<file path="src/rtl/free_list.sv">
// Physical-register free list: a circular buffer of free preg indices handed out at
// dispatch, refilled at retirement, and rewound to the retirement point on a squash.
module free_list #(
    parameter int unsigned NUM_PHYS_REGS = 64,
    parameter int unsigned NUM_ARCH_REGS = 32,
    localparam int unsigned PR_W = $clog2(NUM_PHYS_REGS)
) (
    input  logic            clock,
    input  logic            reset,
    input  logic            alloc_req,
    output logic            alloc_valid,
    output logic [PR_W-1:0] alloc_pr,
    input  logic            retire_enable,
    input  logic [PR_W-1:0] retire_old_pr,
    input  logic            squash,
    output logic [PR_W-1:0] free_count
);

    localparam int unsigned DEPTH = NUM_PHYS_REGS - NUM_ARCH_REGS;
    localparam int unsigned PTR_W = (DEPTH > 1) ? $clog2(DEPTH) : 1;
    localparam int unsigned CNT_W = $clog2(DEPTH + 1);

    logic [PR_W-1:0]  entries [DEPTH];
    logic [PTR_W-1:0] head;
    logic [PTR_W-1:0] tail;
    logic [PTR_W-1:0] retire_head;
    logic [CNT_W-1:0] count;

    logic             alloc_ok;
    logic             retire_ok;
    logic [PTR_W-1:0] head_inc;
    logic [PTR_W-1:0] tail_inc;
    logic [PTR_W-1:0] retire_head_inc;
    logic [CNT_W-1:0] count_nxt;

    function automatic logic [PTR_W-1:0] ptr_inc(input logic [PTR_W-1:0] p);
        return (p == PTR_W'(DEPTH - 1)) ? '0 : PTR_W'(p + PTR_W'(1));
    endfunction

    // Outputs come straight from registered state; a freed preg is never bypassed.
    assign alloc_valid = (count != '0);
    assign alloc_pr    = entries[head];
    assign free_count  = PR_W'(count);

    // Event qualification and next-count arithmetic.
    always_comb begin
        alloc_ok        = alloc_req && alloc_valid && !squash;
        retire_ok       = retire_enable && (count != CNT_W'(DEPTH));
        head_inc        = ptr_inc(head);
        tail_inc        = ptr_inc(tail);
        retire_head_inc = ptr_inc(retire_head);
        count_nxt       = count;
        if (squash) begin
            count_nxt = CNT_W'(DEPTH);
        end else if (alloc_ok && !retire_ok) begin
            count_nxt = count - CNT_W'(1);
        end else if (retire_ok && !alloc_ok) begin
            count_nxt = count + CNT_W'(1);
        end
    end

    always_ff @(posedge clock) begin
        if (reset) begin
            for (int unsigned i = 0; i < DEPTH; i++) begin
                entries[i] <= PR_W'(NUM_ARCH_REGS + i);
            end
            head        <= '0;
            tail        <= '0;
            retire_head <= '0;
            count       <= CNT_W'(DEPTH);
        end else begin
            if (retire_ok) begin
                entries[tail] <= retire_old_pr;
                tail          <= tail_inc;
                retire_head   <= retire_head_inc;
            end
            // Squash rewinds head to the oldest unretired allocation, including a same-cycle retire.
            if (squash) begin
                head <= retire_ok ? retire_head_inc : retire_head;
            end else if (alloc_ok) begin
                head <= head_inc;
            end
            count <= count_nxt;
        end
    end

endmodule

</file>
<file path="config.mk">
export PLATFORM = sky130hd
export DESIGN_NAME = free_list
export DESIGN_NICKNAME = d
export VERILOG_FILES = /design/src/rtl/free_list.sv
export SDC_FILE = /design/constraint.sdc
export NUM_CORES = 1
export LEC_CHECK = 0
export CORE_UTILIZATION = 61
export DETAILED_ROUTE_END_ITERATION = 8
export GPL_TIMING_DRIVEN = 0
export PLACE_DENSITY = 0.79
export SYNTH_ARGS = -nofsm -noshare
export SYNTH_HDL_FRONTEND = slang
export SYNTH_SLANG_ARGS = --single-unit
</file>
<file path="constraint.sdc">
create_clock -name clock -period 5.2 [get_ports clock]
set_input_delay 0.52 -clock clock [delete_from_list [all_inputs] [get_ports clock]]
set_output_delay 0.52 -clock clock [all_outputs]
set_load 0.01 [all_outputs]
</file>
==> results of run 1 <==
## per-layer routing
metal  part of all wire  vias up
met5                  0        -
met4              0.059        0
met3               0.11      134
met2               0.49      600
met1               0.34     3729
li1                   -     3273
## worst max-delay path, stage by stage, from the launching register on
cell             delay (ps)
dfxtp_1                 300
buf_2                   250
buf_1                   580
buf_2                   520
mux4_2                  380
a221oi_1                470
nand3_1                 150
clkdlybuf4s50_1         500
## synth_stat cells (5+ instances only)
cell type	count	area (um2)
edfxtp_1	192	5766
nand2_1	72	270.3
or3_1	67	419.2
nor3_1	55	275.3
mux2i_1	52	520.5
nor2_1	48	180.2
clkbuf_1	43	161.4
o21ai_0	38	190.2
and2_1	28	175.2
dfxtp_1	26	520.5
mux4_2	24	540.5
nand3_1	22	110.1
a21oi_1	18	90.09
buf_2	17	85.08
ha_1	14	175.2
a22oi_1	12	90.09
inv_1	11	41.29
buf_1	7	26.28
a221oi_1	6	52.55
a22o_1	6	52.55
and3_1	6	37.54
buf_4	6	45.04
nand4_1	5	31.28
nor2b_1	5	31.28
## per-stage QoR
stage,cells,total power [mW]
final,1125,3.976
after global routing,1125,4.053
after CTS,1125,3.950
after detailed placement,1083,2.324
after global placement,1083,2.309
after floorplan,840,2.204
## cell type report
| cell class | count | area (um2) | area share |
|---|---|---|---|
| flip-flops and latches | 218 | 6286 | 0.5352 |
| multi-input cells | 531 | 3780 | 0.3218 |
| repair buffers | 23 | 230.2 | 0.01960 |
| inverters | 13 | 48.80 | 0.004155 |
| clock inverters | 16 | 170.2 | 0.01449 |
| plain buffers | 78 | 367.9 | 0.03132 |
| well taps | 220 | 275.3 | 0.02344 |
| clock buffers | 26 | 586.8 | 0.04996 |
## power groups by stage
stage	registers [mW]	clock network, mW	logic [mW]
floorplan	2.01	0	0.194
global placement	2.01	0	0.295
detailed placement	2.02	0	0.305
CTS	1.98	1.66	0.306
global route	1.99	1.74	0.330
finish	1.98	1.68	0.313
## registers in the layout, summed over array words and instances (netlist names), named ones only
register and flops:
head 5, free_count 6, retire_head 5, entries 192, tail 5
## path summary, 6_finish.rpt
path | start | to | cells after the start
setup / recovery | flip-flop | alloc_pr[2] | 7
hold / removal | retire_head[4] | retire_head[4] | 2
setup reg to reg | free_count[1] | free_count[5] | 10
hold reg to reg | retire_head[4] | retire_head[4] | 2
## cell families after synthesis
family | after synthesis | synth area share
AO/OA/AOI/OAI | 106 | 0.07472
XOR/XNOR | 1 | 0.0008357
adder cells (fa/ha/maj) | 15 | 0.01862
buffers and inverters | 91 | 0.03975
flip-flops | 218 | 0.5997
multiplexers | 77 | 0.1023
AND/OR/NAND/NOR | 332 | 0.1641
## layout by cell type, fill, tap and decap left out, types with 22 or more instances in the layout
cell	instances
dfxtp_1	26
mux4_2	24
and2_1	28
nand3_1	22
or3_1	67
clkbuf_16	23
mux2i_1	52
nor3_1	55
clkdlybuf4s50_1	23
o21ai_0	38
edfxtp_1	192
clkbuf_1	46
nor2_1	48
nand2_1	72
==> flow_metrics.py, run 1 <==
metrics = {
    "outcome": {
        "outcome": "finished clean",
    },
    "place": {
        "dpl_cell_area_um2": 10990,
        "numPortBuffers": 23,
        "dp_hpwl_mm": 19.53,
        "gp_congestion": 0.9417,
        "dpl_worst_slack_ps": 1632,
    },
    "finish": {
        "stdcell_area_um2": 11750,
        "fillers": 1122,
        "areaGrowthSynthToFinish_pct": 12.04,
        "fin_nets": 914,
        "antenna_cells": 0,
        "drive_gt1_frac": 0.1160,
        "fin_util": 0.7033,
    },
    "floorplanning": {
        "top_level_ports": 24,
        "coreArea_um2": 16700,
        "rows": 47,
        "die-area_um2": 17710,
        "die_h_um": 133.1,
        "die_w_um": 133.1,
        "start_util": 0.6277,
    },
    "run": {
        "maxCapViolations": 0,
    },
    "setup_path": {
        "crit_required_ps": 4680,
        "crit_fanout": 10,
        "setup.worst_path.end_class": "primary output",
        "cp.arrival_ps": 3660,
        "crit_path_start_kind": "flip-flop",
        "ff2ff_setup_slack_ps": 1880,
        "worstSetupPathType": "flip-flop to primary output",
    },
    "clocking": {
        "htreeDepth": 1,
        "cts-root-buf": "clkbuf_16",
        "insertion_delay_ps": 540,
        "path_clk_slew_ps": 60,
        "cts_resized": 0,
        "cts_hold_buf": 0,
        "cts_tree": "done",
        "cts_sinks": 218,
        "post_cts_buffers": 0,
        "clockBufferDepth": 3,
        "cts_buffers": 23,
    },
    "sta": {
        "fin_crit_ps": 4183,
        "slew_viol_final": 0,
        "tns_ps": 0,
        "tightest_slew_ps": 1146,
        "holdWs_ps": 553.5,
        "fin_ws_ps": 1017,
        "setup_viol": 0,
        "skew_ps": 31.22,
        "fmax_ghz": 0.2390,
        "timing.final.crit_share": 0.8045,
        "hold_viol_final": 0,
        "rsz0062_at_grt": "no",
        "relSlewSlack": 0.2281,
    },
    "power_and_ir_drop": {
        "clkPwrFrac": 0.423,
        "switching_share": 0.2366,
        "powerDensity_nw_per_um2": 338.6,
        "leakage_nw": 3.577,
        "switching_power_mw": 0.9407,
        "power_frac_seq": 0.499,
        "combPwrFrac": 0.079,
        "ir_drop_v": 0.0002664,
        "intPower_mw": 3.036,
    },
    "synthesis": {
        "synth_cell_type_count": 56,
        "synth-seq-area-share": 0.5997,
        "yosysWarnings": 0,
        "synthFlopType": "edfxtp_1",
        "synth_area_um2": 10480,
        "synth_nets": 866,
        "avgSynthCellArea_um2": 12.48,
        "synthCells": 840,
        "synth_edf_count": 192,
        "synth.ff_latch_count": 218,
        "synthArstFlopShare": 0,
    },
    "global_routing": {
        "grt_busiest_layer": "met2",
        "grt_max_degree": 15,
        "grt_first_pass_wirelength_mm": 43.71,
        "grt_usage": 0.3333,
        "met1_usage": 0.4164,
        "use_met2": 0.5579,
        "grt-ovfl-total": 0,
        "grt_pass1_vias": 7706,
        "antenna_found_initial": 0,
        "use_met3": 0.06012,
    },
    "route": {
        "viasPerCell": 6.876,
        "finalWirelength_mm": 28.60,
        "drc": 0,
        "drtIter0Drc": 1044,
        "drtAntennaViolNets": 0,
        "detail_route.wl_per_cell_um": 25.42,
        "num_vias": 7736,
        "drt-pass1-iter-count": 8,
    },
    "min_path": {
        "min_path_type": "flip-flop to flip-flop",
    },
}
No activity file was read; power rests on OpenSTA's default activity.
==> inputs of run 2 (changes only) <==
- clock period: 5.2 -> 4.3 ns (I/O delays scaled with it)
==> results of run 2 <==
Same layout as run 1 (identical final DEF). Status: finished clean.
Main changes from that run: setup slack after placement 1632 ps -> 822.4 ps; setup slack after layout 1017 ps -> 206.6 ps; register-to-register setup slack 1880 ps -> 980 ps; total power 3.976 mW -> 4.809 mW; worst IR drop on VDD 0.0002664 V -> 0.0003221 V
